===== config.mk =====
export PLATFORM = sky130hd
export DESIGN_NAME = fb_rect_writer
export DESIGN_NICKNAME = d
export VERILOG_FILES = /design/src/rtl/fb_rect_writer.sv
export SDC_FILE = /design/constraint.sdc
export NUM_CORES = 1
export LEC_CHECK = 0
export BUFFER_PORTS_ARGS = -buffer_cell sky130_fd_sc_hd__buf_4
export CAP_MARGIN = 40
export CORE_ASPECT_RATIO = 2
export CORE_UTILIZATION = 50
export DETAILED_ROUTE_END_ITERATION = 7
export PLACE_DENSITY = 0.74
export REMOVE_ABC_BUFFERS = 1
export SYNTH_ARGS = -nofsm -noshare
export SYNTH_HDL_FRONTEND = slang
export SYNTH_SLANG_ARGS = --single-unit

===== constraint.sdc =====
create_clock -name iVGA_CLK -period 3.6 [get_ports iVGA_CLK]
set_input_delay 0.72 -clock iVGA_CLK [delete_from_list [all_inputs] [get_ports iVGA_CLK]]
set_output_delay 0.72 -clock iVGA_CLK [all_outputs]
set_load 0.05 [all_outputs]

===== src/rtl/fb_rect_writer.sv =====
// Rectangle fill engine for the 8-bit indexed frame buffer: clips each command to the
// screen, optionally waits for vertical sync, then streams one RAM write per pixel clock.
module fb_rect_writer #(
   parameter int H_RES       = 640,
   parameter int V_RES       = 480,
   parameter int ADDR_W      = 19,
   parameter int IDX_W       = 8,
   parameter bit WAIT_VBLANK = 1'b1
) (
   input  logic              iVGA_CLK,
   input  logic              iRST_n,
   input  logic              iVS,
   input  logic              cmd_valid,
   output logic              cmd_ready,
   input  logic [9:0]        cmd_x,
   input  logic [8:0]        cmd_y,
   input  logic [9:0]        cmd_w,
   input  logic [8:0]        cmd_h,
   input  logic [IDX_W-1:0]  cmd_index,
   output logic              wr_en,
   output logic [ADDR_W-1:0] wr_addr,
   output logic [IDX_W-1:0]  wr_data,
   output logic              busy,
   output logic              done,
   output logic              clipped
);

   typedef enum logic [2:0] {S_IDLE, S_SETUP, S_WAIT_VS, S_FILL, S_DONE} state_t;

   localparam logic [10:0]       H_L = 11'(H_RES);
   localparam logic [9:0]        V_L = 10'(V_RES);
   localparam logic [ADDR_W-1:0] H_A = ADDR_W'(H_RES);

   state_t             state, nxt;
   logic [9:0]         x_q, w_q, col;
   logic [8:0]         y_q, h_q, row;
   logic [IDX_W-1:0]   idx_q;
   logic [ADDR_W-1:0]  row_base;
   logic               vs_d;
   logic               accept, empty, last;
   logic [10:0]        w_room;
   logic [9:0]         h_room;
   logic [9:0]         w_clip;
   logic [8:0]         h_clip;

   assign cmd_ready = (state == S_IDLE);
   assign busy      = (state != S_IDLE);
   assign accept    = cmd_valid & cmd_ready;

   // Geometry is evaluated from the raw latched fields during SETUP only.
   assign empty  = (w_q == 10'd0) | (h_q == 9'd0) | ({1'b0, x_q} >= H_L) | ({1'b0, y_q} >= V_L);
   assign w_room = H_L - {1'b0, x_q};
   assign h_room = V_L - {1'b0, y_q};
   assign w_clip = ({1'b0, w_q} > w_room) ? w_room[9:0] : w_q;
   assign h_clip = ({1'b0, h_q} > h_room) ? h_room[8:0] : h_q;
   assign last   = (col == w_q - 10'd1) & (row == h_q - 9'd1);

   always_ff @(posedge iVGA_CLK or negedge iRST_n) begin
      if (!iRST_n) state <= S_IDLE;
      else         state <= nxt;
   end

   always_comb begin
      nxt = state;
      unique case (state)
         S_IDLE:    if (accept) nxt = S_SETUP;
         S_SETUP:   nxt = empty ? S_DONE : (WAIT_VBLANK ? S_WAIT_VS : S_FILL);
         S_WAIT_VS: if (vs_d & ~iVS) nxt = S_FILL;
         S_FILL:    if (last) nxt = S_DONE;
         S_DONE:    nxt = S_IDLE;
         default:   nxt = S_IDLE;
      endcase
   end

   always_ff @(posedge iVGA_CLK or negedge iRST_n) begin
      if (!iRST_n) begin
         vs_d     <= 1'b1;
         wr_en    <= 1'b0;
         wr_addr  <= '0;
         wr_data  <= '0;
         done     <= 1'b0;
         clipped  <= 1'b0;
         x_q      <= '0;
         y_q      <= '0;
         w_q      <= '0;
         h_q      <= '0;
         idx_q    <= '0;
         col      <= '0;
         row      <= '0;
         row_base <= '0;
      end else begin
         vs_d  <= iVS;
         wr_en <= 1'b0;
         done  <= 1'b0;
         unique case (state)
            S_IDLE: if (accept) begin
               x_q   <= cmd_x;
               y_q   <= cmd_y;
               w_q   <= cmd_w;
               h_q   <= cmd_h;
               idx_q <= cmd_index;
            end
            S_SETUP: begin
               // w_q/h_q are reused as the clipped extent from here on.
               if (empty) clipped <= (w_q != 10'd0) & (h_q != 9'd0);
               else       clipped <= (w_clip != w_q) | (h_clip != h_q);
               w_q      <= w_clip;
               h_q      <= h_clip;
               row_base <= ADDR_W'(y_q) * H_A;
               col      <= '0;
               row      <= '0;
            end
            S_FILL: begin
               wr_en   <= 1'b1;
               wr_addr <= row_base + ADDR_W'(x_q) + ADDR_W'(col);
               wr_data <= idx_q;
               if (col == w_q - 10'd1) begin
                  col      <= '0;
                  row      <= row + 9'd1;
                  row_base <= row_base + H_A;
               end else begin
                  col <= col + 10'd1;
               end
            end
            S_DONE: done <= 1'b1;
            default: ;
         endcase
      end
   end

endmodule


==> results of run 1 <==
critical path, cell delays in order (launching register included):
cell	delay (ns)
dfrtp_1	0.41
inv_1	0.08
ha_1	0.19
or3b_2	0.48
or3_4	0.37
xnor2_2	0.21
ha_1	0.28
nand4_1	0.15
nor2_1	0.07
a31oi_1	0.17
o211ai_1	0.11
buf_4	0.18
a21o_4	0.26
a221o_1	0.35
what timing repair did:
action	CTS	global route
endpoints found under the setup margin	0	10
hold endpoints to repair	0	0
resized for setup	0	5
final cells by class:
| cell class | instances | share of cell area [%] |
|---|---|---|
| multi-input cells | 640 | 52.3 |
| flip-flops and latches | 111 | 31.6 |
| repair buffers | 94 | 8.16 |
| well taps | 195 | 2.77 |
| clock buffers | 11 | 2.76 |
| inverters | 34 | 1.45 |
| clock inverters | 5 | 0.981 |
sequential cells by signal, summed over array words and instances (netlist names), 3 cells and up:
signal / flops
col: 10
wr_data: 8
row: 9
wr_addr: 19
y_q: 9
w_q: 10
row_base: 12
idx_q: 8
x_q: 10
h_q: 9
state: 3
final timing paths:
kind	from	to
worst max-delay path	x_q[1]$_DFFE_PN0P_	w_q[0]$_DFFE_PN0P_
worst min-delay path	iRST_n	idx_q[4]$_DFFE_PN0P_
worst max register to register	x_q[1]$_DFFE_PN0P_	w_q[0]$_DFFE_PN0P_
worst min register to register	idx_q[7]$_DFFE_PN0P_	wr_data[7]$_DFFE_PN0P_
max in group asynchronous	iRST_n	vs_d$_DFF_PN1_
min in group iVGA_CLK	idx_q[7]$_DFFE_PN0P_	wr_data[7]$_DFFE_PN0P_
layer usage:
layer | track usage, % | wire [um] | vias up
met5 | 0 | 0 | -
met2 | 47.2 | 10400 | 130
li1 | - | - | 3110
met3 | 2.99 | 558 | 58
met1 | 28.1 | 7090 | 3141
met4 | 16.0 | 1010 | 0
cells in the final DEF (no fill, tap or decap), types with 29 or more instances in the layout:
cell / n
inv_1: 34
buf_4: 93
xnor2_1: 37
xor2_1: 34
a21oi_1: 29
o21ai_0: 48
nor2_1: 52
ha_1: 57
dfrtp_1: 110
nand2_1: 100
Yosys cell counts, types with 6 or more instances:
cell,count
clkbuf_1,33
nor4_1,7
mux2_2,22
o211ai_1,9
nor2_1,52
xnor2_1,38
nor2b_1,8
nand4_1,11
o21ai_0,48
or3_1,6
nand2_1,101
o31ai_1,10
a21oi_1,29
a31oi_1,13
a221o_1,13
nor3_1,13
and3_1,24
a21o_1,17
inv_1,34
nand3_1,15
xor2_1,34
ha_1,57
dfrtp_1,110
stage by stage:
stage	worst slack [ns]	area [um^2]	total power, W	instances
after global routing	0.000645	8800	0.00349	1090
after floorplan	0.222	7480	0.00195	785
final	0.189	8800	0.00332	1090
after detailed placement	0.182	8450	0.00222	1074
after CTS	0.0969	8780	0.00335	1090
after global placement	0.252	8450	0.00220	1074
power by group through the flow:
stage / logic, W / registers, W / clock network [W]
2_1_floorplan: 0.000381 / 0.00157 / 0
3_3_place_gp: 0.000751 / 0.00145 / 0
3_5_place_dp: 0.000765 / 0.00146 / 0
4_1_cts: 0.000769 / 0.00143 / 0.00115
5_1_grt: 0.000842 / 0.00144 / 0.00120
6_report: 0.000761 / 0.00143 / 0.00113
cell families (layout without fill, tap and decap cells):
family | Yosys count | in the layout
mux | 27 | 27
simple gates | 281 | 281
compound gates | 196 | 196
buf+inv | 76 | 144
flops | 111 | 111
xor+xnor | 74 | 74
fa+ha+maj | 62 | 62
==> summary.txt, run 1 <==
Timing
  • Minimum clock period: between 3 and 4 ns
  • Worst-Margin Slew: around 0.82 ns
  • Final slew viol count: 0
  • Setup tns final: 0 ns
  • Skew final: between 0.008 and 0.009 ns
  • Setup-failing EPs final: 0
  • Worst hold slack: 0.419 ns
  • FMAX: between 200 and 300 MHz
  • Fin. Hold Viols: 0
  • RSZ-0062 raised after global routing: no
  • Slew HR: between 40% and 50%
  • Final period utilization: between 90 and 100%

Final layout
  • Diodes inserted: 0
  • Seq. cell area: around 2800 um^2
  • NumNets Final: approximately 1000
  • Post-layout util: approximately three fifths
  • Area of the multi-input gates: approximately 4600 um^2
  • Share of layout cells above drive strength 1: between 10% and 20%
  • Layout area overhead: 14.9%
  • Fillers: 1334

Die
  • Die Wd: around 90 um
  • Core Rows: 63
  • I/O pin count: 82
  • Starting Density: 51.4%
  • Core Area: about 15000 um^2
  • Die Ht: between 150 and 200 um
  • DIE AREA: between 15000 and 20000 um^2

GRT
  • GRT Residual Overflow: 0
  • First-pass GRT wire length: ~31 mm
  • Largest net degree at the start of global routing: 59
  • Vias in the first global route: approximately 6500
  • Total GRT Usage: 26.2%
  • Initial antenna violation count: 0

Power and ir drop
  • Sw frac: between 30% and 40%
  • P_int: around 0.0023 W
  • Leakage: 4.28 nW
  • Gate power share: a little under a quarter
  • Worst vdd ir: ~0.28 mV
  • Sw power: ~0.0011 W
  • Register share of total power: a little over two fifths
  • PwrDens: ~380 nW/um^2
  • Clock power frac: approximately 34%

Synthesis
  • Xor/xnor share of the synthesized area: around 8.8%
  • Yosys warns: 0
  • Synth cell types: 79
  • Count of state elements after synthesis: roughly 110
  • Synth area leader: dfrtp_1
  • Post-synth EDFFs: 0
  • Mapped Cells: 827
  • Syn Area/Cell: around 9 um^2
  • Compound-Gate Fraction of Synth Area: between 10% and 20%
  • Async SR Flop Fraction: between 90% and 100%
  • Post-synthesis mux area share: 3.89%
  • Adder-cell share of the synthesized area: 10.6%
  • Largest family of logic cells by synthesized area: simple AND/OR/NAND/NOR gates
  • Sequential share of the synthesized area: about 36%
  • Synthesized cell area: roughly 7700 um^2
  • Top cells by area, synth: dfrtp_1 (36%), ha_1 (9.3%), nand2_1 (4.9%)
  • Top cell type's share of synthesized area: 35.9%
  • Simple-Gate Fraction of Synth Area: around 18%
  • Top FF cell, synth: dfrtp_1

Clock network
  • Clock transition at the registers of the reported paths: 0.07 ns
  • Clk Latency, worst-skew pair: 0.36 ns
  • CTS Sinks: 111
  • Cts bufs inserted: 9
  • Clock root cell: clkbuf_16
  • Clock Path Buffers: 2
  • Post-CTS Setup Bufs: 0
  • H-Tree Depth: 3
  • CTS tree: yes
  • CTS Hold Bufs: 0

Drt
  • Drt drc: 0
  • Iteration-0 DRC count of the detailed router: 355
  • Antenna viol nets, final: 0
  • Final wirelength: 19.1 mm
  • Vias/cell: 5.91
  • Detailed-route wire length per cell: 17.5 um
  • Length of the first detailed-routing pass in iterations: 4
  • Via count: roughly 6400

Critical path
  • Worst Reg-to-Reg Cells: 13
  • Startpoint Class: flop
  • Critical Path AT: between 3 and 4 ns
  • Crit path kind: flop to flop
  • CP endpoint kind: flop
  • Worst Path Required: between 3 and 4 ns
  • Reg2reg setup slack: around 0.19 ns
  • CP Max Fanout: 10

Place
  • Detail Placement HPWL: about 15 mm
  • Final GP Congestion: just under 0.9
  • Port-buffer cells: 81

Min path
  • Worst min-delay path category: input pin to asynchronous set/reset pin

Run status
  • Outcome: completed

Run
  • Max-Cap Viols: 0
Note: power is estimated with default switching activity, not from simulation.
==> run 2, diff against run 1 <==
- CELL_PAD_IN_SITES_DETAIL_PLACEMENT: default -> 0
- CELL_PAD_IN_SITES_GLOBAL_PLACEMENT: default -> 2
- CORE_UTILIZATION: 50 -> 34
- PLACE_DENSITY: 0.74 -> 0.79
- REMOVE_ABC_BUFFERS: 1 -> default
==> summary.txt, run 2 (synthesis results as in run 1) <==
Run status
  • Outcome: completed (unchanged)

Timing
  • Skew final: 0.00754 ns (was 0.00899 ns)
  • FMAX: 297 MHz (was 293 MHz)
  • Worst hold slack: 0.319 ns (was 0.419 ns)
  • Worst-Margin Slew: 0.847 ns (was 0.823 ns)
  • Final period utilization: 93.7% (was 94.7%)
  • Final slew viol count: 0 (unchanged)
  • Fin. Hold Viols: 0 (unchanged)
  • Setup-failing EPs final: 0 (unchanged)
  • Minimum clock period: 3.37 ns (was 3.41 ns)
  • Slew HR: 42.8% (was 45.1%)
  • Setup tns final: 0 ns (unchanged)

Critical path
  • CP Max Fanout: 5 (was 10)
  • Reg2reg setup slack: 0.23 ns (was 0.19 ns)
  • Crit path kind: flop to flop (unchanged)
  • Worst Reg-to-Reg Cells: 14 (was 13)
  • Worst Path Required: 3.84 ns (was 3.85 ns)
  • Reg-to-Reg Start: x_q[0]$_DFFE_PN0P_ (was x_q[1]$_DFFE_PN0P_)
  • CP endpoint kind: flop (unchanged)
  • Worst R2R End: clipped$_DFFE_PN0P_ (was w_q[0]$_DFFE_PN0P_)
  • Critical Path AT: 3.62 ns (was 3.66 ns)
  • Startpoint Class: flop (unchanged)

Drt
  • Antenna viol nets, final: 0 (unchanged)
  • Iteration-0 DRC count of the detailed router: 186 (was 355)
  • Via count: 6381 (was 6439)
  • Drt drc: 0 (unchanged)
  • Final wirelength: 22.0 mm (was 19.1 mm)
  • Vias/cell: 5.42 (was 5.91)
  • Length of the first detailed-routing pass in iterations: 4 (unchanged)
  • Detailed-route wire length per cell: 18.7 um (was 17.5 um)

Final layout
  • Fillers: 2221 (was 1334)
  • Area of the multi-input gates: 4610 um^2 (about the same)
  • Share of layout cells above drive strength 1: 18.0% (was 17.4%)
  • NumNets Final: 1008 (was 1002)
  • Largest Register: wr_addr (unchanged)
  • Layout area overhead: 16.9% (was 14.9%)
  • Seq. cell area: 2780 um^2 (unchanged)
  • Most common cell after layout, fill and taps aside: dfrtp_1 (unchanged)
  • Diodes inserted: 0 (unchanged)
  • Biggest regs: wr_addr (19), row_base (12) (unchanged)
  • Post-layout util: 40.6% (was 59.1%)
  • Commonest cells after routing, fill and taps aside: dfrtp_1 (110), nand2_1 (100), buf_4 (98), ha_1 (56), nor2_1 (51) (was dfrtp_1 (110), nand2_1 (100), buf_4 (93), ha_1 (57), nor2_1 (52))
  • Largest register FFs: 19 (unchanged)

Die
  • Die Wd: 108 um (was 89.5 um)
  • Starting Density: 34.7% (was 51.4%)
  • Core Rows: 77 (was 63)
  • Core Area: 22100 um^2 (was 14900 um^2)
  • I/O pin count: 82 (unchanged)
  • Die Ht: 214 um (was 177 um)
  • DIE AREA: 23200 um^2 (was 15900 um^2)

GRT
  • Grt peak-use layer: met2 (unchanged)
  • Total GRT Usage: 19.9% (was 26.2%)
  • Initial antenna violation count: 0 (unchanged)
  • GR Util met2: 37.9% (was 47.2%)
  • Largest net degree at the start of global routing: 54 (was 59)
  • Vias in the first global route: 6557 (was 6473)
  • Met1 Track Usage GR: 21.6% (was 28.1%)
  • Grt met3 use: 3.10% (was 2.99%)
  • GRT Residual Overflow: 0 (unchanged)
  • First-pass GRT wire length: 35.1 mm (was 31.5 mm)

Clock network
  • Clk Latency, worst-skew pair: 0.37 ns (was 0.36 ns)
  • CTS Hold Bufs: 0 (unchanged)
  • CTS Sinks: 111 (unchanged)
  • Clock root cell: clkbuf_16 (unchanged)
  • H-Tree Depth: 3 (unchanged)
  • Clock transition at the registers of the reported paths: 0.08 ns (was 0.07 ns)
  • CTS tree: yes (unchanged)
  • Cts bufs inserted: 9 (unchanged)
  • Clock Path Buffers: 2 (unchanged)

Run
  • Max-Cap Viols: 0 (unchanged)

Power and ir drop
  • Leakage: 4.31 nW (was 4.28 nW)
  • PwrDens: 380 nW/um^2 (was 377 nW/um^2)
  • Worst vdd ir: 0.238 mV (was 0.277 mV)

Synthesis
  • Net Count, Synth: ~940

Min path
  • Worst min-delay path category: input pin to asynchronous set/reset pin (unchanged)

Place
  • Final GP Congestion: 0.811 (was 0.889)
  • Port-buffer cells: 81 (unchanged)
  • Detail Placement HPWL: 16.7 mm (was 14.6 mm)
run 2: worst max path at each step:
stage | start | end | slack [ns] | cells past startpoint
final | x_q[0]$_DFFE_PN0P_ | clipped$_DFFE_PN0P_ | 0.23 | 14
after global routing | x_q[1]$_DFFE_PN0P_ | clipped$_DFFE_PN0P_ | -0.03 | 14
after CTS | x_q[1]$_DFFE_PN0P_ | w_q[5]$_DFFE_PN0P_ | 0.12 | 13
after detailed placement | x_q[1]$_DFFE_PN0P_ | w_q[5]$_DFFE_PN0P_ | 0.16 | 13
after global placement | x_q[1]$_DFFE_PN0P_ | w_q[0]$_DFFE_PN0P_ | 0.19 | 13
after floorplan | x_q[0]$_DFFE_PN0P_ | w_q[0]$_DFFE_PN0P_ | 0.21 | 14
run 2: area by class of cell:
cell class,count,area share (%)
inverters,34,1.42
clock inverters,6,1.31
well taps,276,3.85
clock buffers,10,2.56
flip-flops and latches,111,31.0
multi-input cells,641,51.4
repair buffers,99,8.43
run 2: worst max-delay path, stage by stage, from the launching register on:
cell and delay (ns):
dfrtp_1 0.38, inv_1 0.08, ha_2 0.20, or3b_2 0.47
or3_4 0.37, xnor2_2 0.16, ha_1 0.30, a21oi_1 0.13
nor2b_1 0.06, o21ai_0 0.14, nand2_1 0.07, o211ai_1 0.43
buf_4 0.22, a32o_1 0.16, a31oi_1 0.09
run 2: per-stage QoR:
step | std cells | setup slack [ns] | instance area [um^2] | total power [W]
2_1_floorplan | 827 | 0.207 | 7660 | 0.00197
3_3_place_gp | 1159 | 0.193 | 8580 | 0.00224
3_5_place_dp | 1159 | 0.158 | 8580 | 0.00225
4_1_cts | 1175 | 0.124 | 8930 | 0.00346
5_1_grt | 1177 | -0.0293 | 8960 | 0.00359
6_report | 1177 | 0.227 | 8960 | 0.00340
run 2: timing repair:
item / CTS / global route
setup endpoints to repair: 0 / 11
gates resized for setup: 0 / 5
setup buffers: 0 / 1
run 2: report_power, final:
group / leakage, nW / switching, W / internal (W)
clock: 0.165 / 0.000509 / 0.000688
sequential: 1.41 / 0.000100 / 0.00133
combinational: 2.74 / 0.000479 / 0.000299
run 2: layer usage:
layer,part of all wire (%),wire [um]
met5,0,0
met4,2.4,517
met2,55,12200
met3,2.9,629
met1,39,8650
==> run 3, diff against run 2 <==
- PLACE_DENSITY: 0.79 -> default
- PLACE_DENSITY_LB_ADDON: default -> 0.12
==> summary.txt, run 3 (synthesis results as in run 1) <==
Run
  • Max-Cap Viols: 0 (unchanged)

Critical path
  • CP Max Fanout: 10 (was 5)
  • Worst Path Required: 3.86 ns (was 3.84 ns)
  • Critical Path AT: 3.65 ns (was 3.62 ns)
  • Crit path cell chain: inv_1, ha_1, or3b_2, or3_1, xnor2_2, ha_1, a21oi_1, nor2b_1, o21ai_0, nand2_1, o211ai_1, buf_4, a21o_2, a221o_1 (was inv_1, ha_2, or3b_2, or3_4, xnor2_2, ha_1, a21oi_1, nor2b_1, o21ai_0, nand2_1, o211ai_1, buf_4, a32o_1, a31oi_1)
  • CP peak stage delay: 0.47 ns (about the same)
  • Crit path kind: flop to flop (unchanged)
  • Startpoint Class: flop (unchanged)
  • CP endpoint kind: flop (unchanged)
  • Slowest cell on crit path: or3b_2 (unchanged)
  • Most used cell, CP: ha_1

Final layout
  • NumNets Final: 1004 (was 1008)
  • Area of the multi-input gates: 4590 um^2 (was 4610 um^2)
  • Most common cell after layout, fill and taps aside: dfrtp_1 (unchanged)
  • Largest register FFs: 19 (unchanged)
  • Fillers: 2196 (was 2221)
  • Share of layout cells above drive strength 1: 17.4% (was 18.0%)
  • Diodes inserted: 0 (unchanged)
  • Layout area overhead: 15.9% (was 16.9%)
  • Seq. cell area: 2780 um^2 (unchanged)
  • Commonest cells after routing, fill and taps aside: dfrtp_1 (110), nand2_1 (100), buf_4 (95), ha_1 (57), nor2_1 (52) (was dfrtp_1 (110), nand2_1 (100), buf_4 (98), ha_1 (56), nor2_1 (51))
  • Largest Register: wr_addr (unchanged)
  • Biggest regs: wr_addr (19), row_base (12) (unchanged)

Die
  • Starting Density: 34.7% (unchanged)
  • Core Area: 22100 um^2 (unchanged)
  • DIE AREA: 23200 um^2 (unchanged)
  • Die Ht: 214 um (unchanged)
  • I/O pin count: 82 (unchanged)
  • Die Wd: 108 um (unchanged)
  • Core Rows: 77 (unchanged)

Power and ir drop
  • Leakage: 4.27 nW (was 4.31 nW)
  • PwrDens: 371 nW/um^2 (was 380 nW/um^2)
  • Total power: 0.00329 W (was 0.00340 W)
  • Worst vdd ir: 0.334 mV (was 0.238 mV)

Min path
  • Worst min-delay path category: input pin to asynchronous set/reset pin (unchanged)

GRT
  • First-pass GRT wire length: 36.1 mm (was 35.1 mm)
  • Initial antenna violation count: 0 (unchanged)
  • Total GRT Usage: 20.6% (was 19.9%)
  • GRT Residual Overflow: 0 (unchanged)
  • Largest net degree at the start of global routing: 63 (was 54)
  • Vias in the first global route: 6810 (was 6557)

Clock network
  • Clock transition at the registers of the reported paths: 0.08 ns (about the same)
  • Cts bufs inserted: 9 (unchanged)
  • CTS tree: yes (unchanged)
  • Clock Path Buffers: 2 (unchanged)
  • CTS Sinks: 111 (unchanged)
  • H-Tree Depth: 3 (unchanged)
  • Clock root cell: clkbuf_16 (unchanged)
  • Clk Latency, worst-skew pair: 0.38 ns (was 0.37 ns)

Place
  • Placement Setup Slack: 0.122 ns (was 0.158 ns)
  • Final GP Congestion: 0.878 (was 0.811)
  • Detail Placement HPWL: 17.0 mm (was 16.7 mm)
  • Port-buffer cells: 81 (unchanged)

Timing
  • Fin. Hold Viols: 0 (unchanged)
  • Final period utilization: 94.2% (was 93.7%)
  • Setup-failing EPs final: 0 (unchanged)
  • Slew HR: 40.4% (was 42.8%)
  • Final slew viol count: 0 (unchanged)
  • FMAX: 295 MHz (was 297 MHz)
  • Minimum clock period: 3.39 ns (was 3.37 ns)
  • PnR worst setup slack: 0.207 ns (was 0.227 ns)
  • Skew final: 0.00872 ns (was 0.00754 ns)
  • Worst-Margin Slew: 0.882 ns (was 0.847 ns)

Drt
  • Iteration-0 DRC count of the detailed router: 269 (was 186)
  • Detailed-route wire length per cell: 18.9 um (was 18.7 um)
  • Antenna viol nets, final: 0 (unchanged)
  • Drt drc: 0 (unchanged)
  • Via count: 6391 (was 6381)
  • Final wirelength: 22.2 mm (was 22.0 mm)
  • Vias/cell: 5.45 (was 5.42)
  • Length of the first detailed-routing pass in iterations: 4 (unchanged)

Run status
  • Outcome: completed (unchanged)

Synthesis
  • Net Count, Synth: 939 (unchanged)
## run 3: per-layer routing
layer	global-route usage (%)	routed length, um
met1	22.9	8700
met2	37.5	12200
met3	2.67	666
met4	9.68	693
met5	0	0
## run 3: final cells by class
class / count / area share (%)
clock inverters: 6 / 0.761
repair buffers: 96 / 8.26
multi-input cells: 640 / 51.7
flip-flops and latches: 111 / 31.3
inverters: 34 / 1.44
clock buffers: 10 / 2.69
well taps: 276 / 3.89
## run 3: report_power, final
part / switching, W / total (W) / internal (W)
Clock: 0.000520 / 0.00108 / 0.000564
Combinational: 0.000485 / 0.000783 / 0.000298
Sequential: 0.0000982 / 0.00143 / 0.00133
## run 3: final timing paths
kind / from / end / slack [ns] / depth (start not counted)
hold / removal: iRST_n / wr_addr[3]$_DFFE_PN0P_ / 0.37 / 1
max in group asynchronous: iRST_n / row[8]$_DFFE_PN0P_ / 2.42 / 2
min in group iVGA_CLK: iVS / vs_d$_DFF_PN1_ / 0.46 / 1
setup reg to reg: x_q[1]$_DFFE_PN0P_ / w_q[1]$_DFFE_PN0P_ / 0.21 / 14
hold reg to reg: idx_q[5]$_DFFE_PN0P_ / wr_data[5]$_DFFE_PN0P_ / 0.47 / 2
setup / recovery: x_q[1]$_DFFE_PN0P_ / w_q[1]$_DFFE_PN0P_ / 0.21 / 14
## run 3: critical path: cells and delay by family, from the launching register on
| family | cells | cell delay, ns |
|---|---|---|
| adders and majority gates | 2 | 0.48 |
| xor gates and xnor gates | 1 | 0.16 |
| and+or+nand+nor | 4 | 1.04 |
| AOI/OAI and AO/OA | 5 | 0.91 |
| DFF | 1 | 0.42 |
| buffers and inverters | 2 | 0.25 |
## run 3: repair_timing
| item | CTS | global route |
|---|---|---|
| setup endpoints to repair | 0 | 10 |
| hold buffers | 0 | 0 |
| endpoints found under the hold margin | 0 | 0 |
| buffers inserted | 0 | 1 |
| resized for setup | 0 | 2 |
## run 3: through the flow
step	instance area (um^2)	utilization [%]	hold WS, ns	std cells	TNS (ns)
final	8880	40.2	0.370	1173	0
after global routing	8880	40.2	0.425	1173	-0.0215
after CTS	8860	40.2	0.384	1172	0
after detailed placement	8560	38.8	0.460	1156	0
after global placement	8560	38.8	0.447	1156	0
after floorplan	7660	-	0.424	827	0
